--- config.mk ---
export PLATFORM = sky130hd
export DESIGN_NAME = fwd_select
export DESIGN_NICKNAME = d
export VERILOG_FILES = /design/src/rtl/mips_pkg.sv /design/src/rtl/fwd_select.sv
export SDC_FILE = /design/constraint.sdc
export NUM_CORES = 1
export LEC_CHECK = 0
export CORE_AREA = 2 2 39 41
export DETAILED_ROUTE_END_ITERATION = 16
export DIE_AREA = 0 0 41 43
export DONT_BUFFER_PORTS = 1
export GPL_TIMING_DRIVEN = 1
export MAX_ROUTING_LAYER = met4
export PLACE_DENSITY = 0.3
export SLEW_MARGIN = 20
export SYNTH_ARGS = -nofsm -noshare
export SYNTH_HDL_FRONTEND = slang
export SYNTH_SLANG_ARGS = --single-unit
--- constraint.sdc ---
create_clock -name vclk -period 1.9
set_input_delay 0.475 -clock vclk [all_inputs]
set_output_delay 0.475 -clock vclk [all_outputs]
set_load 0.02 [all_outputs]
--- src/rtl/mips_pkg.sv ---
// mips_pkg: shared forwarding-select codes, register-index width and shadow-slot type.
package mips_pkg;
  localparam int REG_ADDR_W = 5;
  localparam logic [1:0] FWD_REG    = 2'b00;
  localparam logic [1:0] FWD_MEM_WB = 2'b01;
  localparam logic [1:0] FWD_EX_MEM = 2'b10;
  localparam logic [REG_ADDR_W-1:0] REG_ZERO = '0;
  typedef struct packed {
    logic                  valid;
    logic [REG_ADDR_W-1:0] dest;
    logic                  reg_write;
    logic                  mem_read;
  } slot_t;
endpackage

--- src/rtl/fwd_select.sv ---
// fwd_select: picks the forwarding source for one operand, youngest producer first.
module fwd_select
  import mips_pkg::*;
(
  input  logic [REG_ADDR_W-1:0] src_i,
  input  logic                  uses_i,
  input  slot_t                 ex_slot_i,
  input  slot_t                 mem_slot_i,
  output logic [1:0]            sel_o
);
  logic live, ex_hit, mem_hit;
  assign live    = uses_i && src_i != REG_ZERO;
  // a load in EX cannot forward yet; that case stalls instead
  assign ex_hit  = ex_slot_i.valid && ex_slot_i.reg_write && !ex_slot_i.mem_read && ex_slot_i.dest == src_i;
  assign mem_hit = mem_slot_i.valid && mem_slot_i.reg_write && mem_slot_i.dest == src_i;
  always_comb sel_o = (live && ex_hit) ? FWD_EX_MEM : (live && mem_hit) ? FWD_MEM_WB : FWD_REG;
endmodule

==> impl_summary.md <==
Outcome
The flow ran to the end, but the final reports show violations. The checks that failed: negative setup slack.

Cells and area
The filler-free cell count of the finished design is 35. The top cell types in the final layout, fill and taps aside, are sky130_fd_sc_hd__xnor2_1, sky130_fd_sc_hd__xnor2_2, sky130_fd_sc_hd__nand4_1. Compared with the post-synthesis result, the final layout area differs by 57.6%. In the final layout, the share of cells above drive strength 1 is 42.1%. 0 antenna diodes ended up in the layout.

The library cell used most frequently in the layout, excluding fill and tap cells, is sky130_fd_sc_hd__xnor2_1. After routing the design area is 233 um^2. At the end of the flow, the number of nets in the layout was 43. The design has 0 sequential cells. The clock buffer count is 0. The core occupancy in the finished layout is 16.8%. In the final layout, flip-flops and latches occupy 0 um^2.

STA
The final worst slack is -0.0444 ns. The transition at the pin with the smallest max-transition slack is 0.385 ns. The final critical path takes up 102% of the cycle. The max-slew violation count is 0.

Setup violations remaining at the end of the flow were counted as 2. Derived from the worst setup path, the maximum achievable clock frequency is 514 MHz. The clock period minus final worst setup slack is 1.94 ns. The final hold violation count is 0. In this run the tightest slew margin relative to its limit is 74.2%. Setup repair after global routing could not meet its margin everywhere.

Synth
A synthesized cell averages 7.77 um^2. The unique cell type count in the Yosys netlist is 9. Of the post-synthesis cell area, the dominant cell type holds 53.4%.

The post-synthesis net count is 41. After synthesis, flip-flops and latches occupy 0% of the total area. The cell count after synthesis came out at 19. By area the synthesized netlist is led by sky130_fd_sc_hd__xnor2_1, sky130_fd_sc_hd__nor4b_2, sky130_fd_sc_hd__or4_1. After synthesis the cells add up to 148 um^2. The Yosys warning count is 0.

The cell type contributing the most total cell area after synthesis is sky130_fd_sc_hd__xnor2_1.

Routing
The aggregate routed wire length is 495 um. The iteration count of the initial detailed-routing pass is 1. Once detail routing completed, the nets flagged for antenna violations numbered 0. The detailed router placed 151 vias in this run.

In the routed design, unresolved DRC markers number 0. The number of design-rule violations left by the first detailed-router iteration is 0. The detail-routed via count per cell is 4.31. The average wire length per cell after detail routing is 14.1 um.

Setup path
The worst setup path is captured at an output pin. By startpoint and endpoint, the worst setup path is classified as in -> out. At the worst endpoint, the required time is 1.42 ns. The worst-path maximum fanout is 2.

The worst setup path is launched from an input port. The arrival time at the worst endpoint is 1.47 ns.

Power
The maximum ir drop on the vdd rail is 45.1 uV. The switching share of power is 31.0%. The power share of the sequential group is 0%.

Combinational cells account for 100.0% of the total power. For this design the static power due to leakage is 0.0686 nW. The power density of the placed cells is 156 nW/um^2. The clock group share of total power is 0%. Cell internal power was estimated by the tool at 0.0250 mW. The analysis attributes to net switching a power of 0.0113 mW. After layout, the design draws a total of 0.0363 mW.

Floorplanning
For this configuration, the core starts out at a cell density of 10.7%. The core region is 1380 um^2. The floorplan die width is 41 um. The floorplan has 14 rows. The number of primary I/O pins is 24.

The die covers 1760 um^2. The die height is 43 um.

Run
The number of maximum-capacitance constraint violations is 0.

Global routing
The number of antenna violations at the first check in global routing is 0. The via count of the first global-routing pass is 157. The global-route wire length before repair is 669 um.

Summed over all layers, the global routing overflow is 0. Entering global routing, the biggest net connects 4 pins. For this run, the total global-route usage over all layers was measured as 5.44%.

Placement
The number of placed instances, taps included, is 35. The post-place instance area is 191 um^2. The congestion estimate from routability-driven global placement came to 0.615. The number of I/O port buffers is 0. Before CTS, the worst setup slack after placement is -0.0708 ns.

Worst hold path
The worst hold path terminates at sel_o[1]. The start point of the worst hold path is ex_slot_i[0]. The instance count along the most critical hold path is 2. The path class of the lowest-slack min-delay path is in -> out.

Clock tree
The number of setup buffers added after CTS is 0. In this run, post-CTS hold repair placed 0 buffers.
critical path: stages:
cell,delay (ns)
sky130_fd_sc_hd__xnor2_4,0.13
sky130_fd_sc_hd__nand4_1,0.12
sky130_fd_sc_hd__or4_4,0.57
sky130_fd_sc_hd__nor4b_4,0.17
per-layer routing:
layer,up-vias,part of all wire (%),global-route usage [%]
li1,70,-,-
met1,60,34,6.71
met2,21,39,8.44
met3,0,26,2.62
met4,0,0,0
met5,-,0,-
synth_stat cells:
cell type,n
sky130_fd_sc_hd__nand3_1,1
sky130_fd_sc_hd__xor2_1,1
sky130_fd_sc_hd__xnor2_1,9
sky130_fd_sc_hd__nor2_1,1
sky130_fd_sc_hd__nor4b_2,1
sky130_fd_sc_hd__o21ai_0,1
sky130_fd_sc_hd__nand2_1,1
sky130_fd_sc_hd__or4_1,2
sky130_fd_sc_hd__nand4_1,2
logic make-up (layout without fill, tap and decap cells):
family	after synthesis	after routing	share of synthesized area (%)
xor gates and xnor gates	10	10	59.3
and+or+nand+nor	8	8	37.3
AOI/OAI and AO/OA	1	1	3.39
metrics by stage:
stage | hold WS, ns | TNS, ns
after CTS | 1.12 | -0.0649
final | 1.11 | -0.0789
after floorplan | 1.10 | 0
after detailed placement | 1.12 | -0.128
after global placement | 1.12 | -0.0943
after global routing | 1.12 | -0.205
worst max path at each step:
stage,start,endpoint,slack [ns],depth (start not counted)
after floorplan,ex_slot_i[4],sel_o[1],0.02,4
after global placement,ex_slot_i[4],sel_o[1],-0.05,4
after detailed placement,ex_slot_i[4],sel_o[1],-0.07,4
after CTS,src_i[4],sel_o[0],-0.04,4
after global routing,ex_slot_i[4],sel_o[0],-0.11,4
final,ex_slot_i[4],sel_o[0],-0.04,4
layout make-up:
type	instances	area, um^2
fill	160	1150
multi-input combinational	19	213
tap	16	20.0
power groups by stage:
stage,combinational (mW),sequential (mW),clock [mW]
after floorplan,0.0255,0,0
after global placement,0.0276,0,0
after detailed placement,0.0282,0,0
after CTS,0.0340,0,0
after global routing,0.0394,0,0
final,0.0363,0,0
timing repair:
item	4_1_cts	5_1_grt
endpoints found under the setup margin	2	2
pin swaps	2	2
gates resized for setup	4	1
(Power assumes the default switching activity.)
